**config.mk**
```make
export PLATFORM = sky130hd
export DESIGN_NAME = apb_master_bridge
export DESIGN_NICKNAME = d
export VERILOG_FILES = /design/src/rtl/apb_master_bridge.sv
export SDC_FILE = /design/constraint.sdc
export NUM_CORES = 1
export LEC_CHECK = 0
export CAP_MARGIN = 20
export CORE_ASPECT_RATIO = 0.75
export CORE_MARGIN = 4
export CORE_UTILIZATION = 42
export CTS_CLUSTER_DIAMETER = 60
export DETAILED_ROUTE_END_ITERATION = 8
export GPL_ROUTABILITY_DRIVEN = 0
export PLACE_DENSITY = 0.85
export SLEW_MARGIN = 0
export SYNTH_ARGS = -nofsm -noshare
export SYNTH_HDL_FRONTEND = slang
export SYNTH_SLANG_ARGS = --single-unit
export TNS_END_PERCENT = 20
```
**constraint.sdc**
```tcl
create_clock -name PCLK -period 2.7 [get_ports PCLK]
set_input_delay 0.27 -clock PCLK [delete_from_list [all_inputs] [get_ports PCLK]]
set_output_delay 0.27 -clock PCLK [all_outputs]
set_load 0.01 [all_outputs]
```
**src/rtl/apb_master_bridge.sv**
```systemverilog
`default_nettype none
// ============================================================================
//  Module      : apb_master_bridge
//  Description : Valid/ready request/response to APB3 master bridge with
//                2-bit slave-select decode. Optional ACCESS-phase watchdog
//                enabled by defining APB_MASTER_TIMEOUT_EN.
//  Revision    : 1.0 - initial release
// ============================================================================
module apb_master_bridge #(
    parameter int DEC_LSB        = 12,
    parameter int TIMEOUT_CYCLES = 255
) (
    input  logic        PCLK,
    input  logic        PRESETn,
    // request channel
    input  logic        req_valid,
    output logic        req_ready,
    input  logic        req_write,
    input  logic [31:0] req_addr,
    input  logic [31:0] req_wdata,
    // response channel
    output logic        rsp_valid,
    input  logic        rsp_ready,
    output logic [31:0] rsp_rdata,
    output logic        rsp_err,
    output logic        timeout,
    // APB bus
    output logic [31:0] PADDR,
    output logic        PWRITE,
    output logic        PSEL,
    output logic        PENABLE,
    output logic [31:0] PWDATA,
    output logic [1:0]  DECODE2BIT,
    input  logic [31:0] PRDATA,
    input  logic        PREADY,
    input  logic        PSLVERR
);

    localparam logic [1:0] c_S_IDLE   = 2'd0;
    localparam logic [1:0] c_S_SETUP  = 2'd1;
    localparam logic [1:0] c_S_ACCESS = 2'd2;
    localparam logic [1:0] c_S_RESP   = 2'd3;

    if ((TIMEOUT_CYCLES < 1) || (TIMEOUT_CYCLES > 65535)) begin : g_timeout_range_err
        $error("apb_master_bridge: TIMEOUT_CYCLES must be in 1..65535");
    end

    if ((DEC_LSB < 0) || (DEC_LSB > 30)) begin : g_dec_lsb_range_err
        $error("apb_master_bridge: DEC_LSB must be in 0..30");
    end

    logic [1:0]  r_state;
    logic [1:0]  w_state_nxt;

    logic        w_accept;
    logic        w_done;
    logic        w_abort;

    logic        w_psel_nxt;
    logic        w_penable_nxt;
    logic        w_req_ready_nxt;
    logic        w_rsp_valid_nxt;

    logic        r_req_ready;
    logic        r_rsp_valid;
    logic [31:0] r_rsp_rdata;
    logic        r_rsp_err;
    logic        r_timeout;
    logic [31:0] r_paddr;
    logic        r_pwrite;
    logic        r_psel;
    logic        r_penable;
    logic [31:0] r_pwdata;
    logic [1:0]  r_decode;

    // r_req_ready is only high in IDLE, so it doubles as the IDLE qualifier
    assign w_accept = (r_state == c_S_IDLE) && r_req_ready && req_valid;
    assign w_done   = (r_state == c_S_ACCESS) && PREADY;

`ifdef APB_MASTER_TIMEOUT_EN
    localparam logic [15:0] c_TO_LAST = 16'(TIMEOUT_CYCLES - 1);

    logic [15:0] r_wait_cnt;

    // Abort on the TIMEOUT_CYCLES-th consecutive PREADY-low ACCESS cycle
    assign w_abort = (r_state == c_S_ACCESS) && !PREADY && (r_wait_cnt == c_TO_LAST);

    always_ff @(posedge PCLK) begin
        if (!PRESETn) begin
            r_wait_cnt <= 16'd0;
        end else if (r_state == c_S_SETUP) begin
            r_wait_cnt <= 16'd0;
        end else if ((r_state == c_S_ACCESS) && !PREADY) begin
            r_wait_cnt <= r_wait_cnt + 16'd1;
        end
    end
`else
    assign w_abort = 1'b0;
`endif

    // ------------------------------------------------------------------------
    // State register
    // ------------------------------------------------------------------------
    always_ff @(posedge PCLK) begin
        if (!PRESETn) begin
            r_state <= c_S_IDLE;
        end else begin
            r_state <= w_state_nxt;
        end
    end

    // ------------------------------------------------------------------------
    // Next-state logic
    // ------------------------------------------------------------------------
    always_comb begin
        w_state_nxt = r_state;
        case (r_state)
            c_S_IDLE: begin
                if (w_accept) begin
                    w_state_nxt = c_S_SETUP;
                end
            end
            c_S_SETUP: begin
                w_state_nxt = c_S_ACCESS;
            end
            c_S_ACCESS: begin
                if (PREADY || w_abort) begin
                    w_state_nxt = c_S_RESP;
                end
            end
            c_S_RESP: begin
                if (rsp_ready) begin
                    w_state_nxt = c_S_IDLE;
                end
            end
            default: begin
                w_state_nxt = c_S_IDLE;
            end
        endcase
    end

    // ------------------------------------------------------------------------
    // Output logic: decoded from the next state so every output is a flop
    // ------------------------------------------------------------------------
    always_comb begin
        w_psel_nxt      = 1'b0;
        w_penable_nxt   = 1'b0;
        w_req_ready_nxt = 1'b0;
        w_rsp_valid_nxt = 1'b0;
        case (w_state_nxt)
            c_S_IDLE: begin
                w_req_ready_nxt = 1'b1;
            end
            c_S_SETUP: begin
                w_psel_nxt = 1'b1;
            end
            c_S_ACCESS: begin
                w_psel_nxt    = 1'b1;
                w_penable_nxt = 1'b1;
            end
            c_S_RESP: begin
                w_rsp_valid_nxt = 1'b1;
            end
            default: begin
                w_req_ready_nxt = 1'b0;
            end
        endcase
    end

    always_ff @(posedge PCLK) begin
        if (!PRESETn) begin
            r_req_ready <= 1'b0;
            r_rsp_valid <= 1'b0;
            r_rsp_rdata <= 32'd0;
            r_rsp_err   <= 1'b0;
            r_timeout   <= 1'b0;
            r_paddr     <= 32'd0;
            r_pwrite    <= 1'b0;
            r_psel      <= 1'b0;
            r_penable   <= 1'b0;
            r_pwdata    <= 32'd0;
            r_decode    <= 2'd0;
        end else begin
            r_req_ready <= w_req_ready_nxt;
            r_rsp_valid <= w_rsp_valid_nxt;
            r_psel      <= w_psel_nxt;
            r_penable   <= w_penable_nxt;
            r_timeout   <= w_abort;

            if (w_accept) begin
                r_paddr  <= req_addr;
                r_pwrite <= req_write;
                r_pwdata <= req_wdata;
                r_decode <= req_addr[DEC_LSB+1:DEC_LSB];
            end

            // Read data is suppressed for writes and slave errors
            if (w_done) begin
                r_rsp_rdata <= (!r_pwrite && !PSLVERR) ? PRDATA : 32'd0;
                r_rsp_err   <= PSLVERR;
            end else if (w_abort) begin
                r_rsp_rdata <= 32'd0;
                r_rsp_err   <= 1'b1;
            end
        end
    end

    assign req_ready  = r_req_ready;
    assign rsp_valid  = r_rsp_valid;
    assign rsp_rdata  = r_rsp_rdata;
    assign rsp_err    = r_rsp_err;
    assign PADDR      = r_paddr;
    assign PWRITE     = r_pwrite;
    assign PSEL       = r_psel;
    assign PENABLE    = r_penable;
    assign PWDATA     = r_pwdata;
    assign DECODE2BIT = r_decode;

`ifdef APB_MASTER_TIMEOUT_EN
    assign timeout = r_timeout;
`else
    assign timeout = 1'b0;
`endif

endmodule
`default_nettype wire

```
==> results.txt <==
Once placement completed, the tool counted placed cells totaling 760. The via count of the first global-routing pass was 3577; the number of enable flip-flop cells after synthesis was 0. The number of search-and-repair iterations in the first detailed-routing pass is 5. The netlist uses 24 different library cells. The maximum number of pins on one net before global-route repair was 97; the max-cap check violation count was 0. Of the available clock period, the critical path in the final layout requires 60.6%. The tools report the number of cells produced by synthesis as 466.

STA classifies the critical path endpoint as a flip-flop. Among all flip-flop cells after synthesis, the most frequent one is sky130_fd_sc_hd__dfxtp_1. The largest fanout on the critical path is 80. The commonest cells after synthesis are sky130_fd_sc_hd__dfxtp_1, sky130_fd_sc_hd__nand3_1, sky130_fd_sc_hd__nand2_1. 208 I/O pins were placed.

Once the floorplan was initialized, standard cells occupied 43.4% of the core. In the synthesized netlist the async set-or-reset flop fraction comes to 0%. The synthesis-to-finish area growth came out at 57.7%. The DRC violation count after routing was 0.

Data arrival time at the worst-slack endpoint: 1880 ps. The final layout contains routed wiring with a total length of 11200 um. Library cell with the highest instance count after synthesis: sky130_fd_sc_hd__dfxtp_1.

Required time of the worst setup path: 2940 ps. A synthesized cell averages 8.54 um2. For this run, the post-layout net count is 749. For the pin with the worst max-slew slack, the measured transition is 539 ps. Summed over all nets, the half-perimeter wirelength after detailed placement is 8220 um.

The synthesized design spends more area on one cell type than any other, namely sky130_fd_sc_hd__dfxtp_1. The worst register-to-register path has a depth of 4. The later pin in the worst-skew pair is clocked with a latency of 340 ps. The logs give 0.365 mV for the worst ir drop on vdd and 0 for the number of antenna-violating nets in the routed design. The number of endpoints failing setup at the final stage is 0. By area the synthesized netlist is led by sky130_fd_sc_hd__dfxtp_1, sky130_fd_sc_hd__nand3_1, sky130_fd_sc_hd__o21ai_0, sky130_fd_sc_hd__nand2_1, sky130_fd_sc_hd__o21ai_2.

The Yosys step of the flow raised 0 warnings. The synthesized netlist net count is 572, and the global-route usage over all layers is 19.5%. For this design the ratio of total power to cell area is 577 mW/mm2. Timing would allow up to 612 MHz. The ratio of cells with drive above 1 in the final layout was 5.86%; the per-cell via count in the routed design was 4.87. For the maximum count of clock buffers along a single path, the log shows 2. The max-slew violation count came out at 0. The deepest level of the CTS H-tree came out at 3. The max-slew headroom at the worst pin was 64.1%; the average wire per cell in the routed design was 14.5 um. STA classifies the critical path startpoint as a flip-flop. On the final layout, the worst clock skew is 7.34 ps. After the flow finishes, the layout carries non-filler instances totaling 776.

After the first detailed-routing iteration, the DRC count stood at 213. In this run the cell area of the synthesized design comes to 0.00398 mm2. Hold repair after CTS inserted 0 buffers. Height of the die: 92.3 um. TritonCTS built the clock tree. The die covers 0.0111 mm2.

The initialized floorplan defines 30 standard-cell rows. The multi-input combinational cells in the finished layout cover a total of 0.00156 mm2. The run finished with clean final reports. The static power due to leakage came out at 2.20 nW.

The repair_antennas step left the layout with diodes totalling 0. The core region is 0.00916 mm2. On the final layout, the worst hold slack is 408 ps. Setup repair after global routing left no endpoint under its margin. The run gives 0 as the total count of hold-check failures in the final report. The final setup TNS was 0 ps; the post-CTS setup repair buffer count was 0. The number of antenna violations at the first check in global routing was 0; the clock input transition at the sequential cells of the worst setup and hold paths was 70 ps. Startpoint-to-endpoint class of the critical path: reg -> reg.

The sequential share of the synthesized area came out at 52.3%. In this run the tool buffered the top-level ports with 206 buffer cells. Buffers inserted during clock tree synthesis total 9. The class of the worst hold path is in -> reg. The tools report the clock root buffer as sky130_fd_sc_hd__clkbuf_16.

The number of fillers in the final layout is 763. From left edge to right edge, the die measures 120 um. Across the whole layout, storage elements account for 0.00208 mm2.

The synthesized design devotes to its leading area cell type 52.3% of total area. The tools report the overflow left after global routing as 0. The tree built by TritonCTS fans out to 104 sinks. Number of storage elements in the synthesis netlist: 104. Detailed routing inserted a total of 3777 vias. The worst hold path depth is 3. The first global-routing pass estimated 17500 um of wire. The post-CTS resize count came out at 0. The time the worst path needs with I/O delays and setup works out to 1640 ps.
==> where the power goes <==
part	leakage [nW]	switching [W]	total, W	internal (W)
Combinational	1.20	0.000263	0.000599	0.000336
Clock	0.150	0.000544	0.00136	0.000813
Sequential	0.844	0.0000471	0.00166	0.00162
Total	2.20	0.000854	0.00362	0.00277
==> cell families (layout without fill, tap and decap cells) <==
kind of cell,Yosys count,after routing,synth area share [%]
other cells,1,1,0.0942
mux,1,1,0.252
flops,104,104,52.3
fa+ha+maj,3,3,0.943
compound gates,102,102,14.2
simple gates,206,206,23.4
buf+inv,49,231,8.77
==> placed cells by master (no fill, tap or decap), drive strengths merged <==
cell type and count:
nand3b 1, bufinv 2, clkbuf 11, clkinvlp 1, o21ai 99, nor4bb 1
inv 2, clkdlybuf4s50 205, buf 8, nand3 99, dfxtp 104, a21o 1
conb 1, ha 3, a31o 1, a21oi 1, nand2 98, clkinv 2
mux2i 1, and2 6, nor3b 1
==> flip-flops by register name, summed over array words and instances (netlist names) <==
name,cells
PADDR,32
PWDATA,32
rsp_rdata,32
r_state,2
PENABLE,1
PSEL,1
PWRITE,1
req_ready,1
rsp_err,1
rsp_valid,1
==> final cells by class <==
class	count	area share, %
timing repair buffer	213	34.3
sequential	104	33.2
multi-input combinational	313	24.9
clock buffer	11	3.71
tap	128	2.55
clock inverter	5	1.30
inverter	2	0.120
==> worst max-delay path, stage by stage (launching register included) <==
cell,delay [ps]
sky130_fd_sc_hd__dfxtp_1,400
sky130_fd_sc_hd__nor4bb_4,530
sky130_fd_sc_hd__buf_12,340
sky130_fd_sc_hd__nand3_1,130
sky130_fd_sc_hd__o21ai_0,120
==> metal layers <==
metal	GRT usage [%]	vias up	wire, um
li1	-	1923	-
met1	21.2	1696	4430
met2	33.2	152	5410
met3	10.7	6	1320
met4	4.81	0	57
met5	0	-	0
==> path summary, 6_finish.rpt <==
path / startpoint / endpoint / slack (ps)
hold reg to reg: PWDATA[11] / PWDATA[11] / 450
setup reg to reg: r_state[1] / PADDR[6] / 1060
hold / removal: PRESETn / PADDR[28] / 410
setup / recovery: r_state[1] / PADDR[6] / 1060
==> metrics by stage <==
stage	util (%)	setup WS [ps]	cell area, um2	total power (W)
4_1_cts	68.5	1050	6280	0.00366
3_5_place_dp	65.1	743	5960	0.00230
6_report	68.5	1060	6280	0.00362
5_1_grt	68.5	939	6280	0.00378
2_1_floorplan	-	1050	3980	0.00198
3_3_place_gp	65.1	779	5960	0.00228
Power figures use the tool's default switching activity.
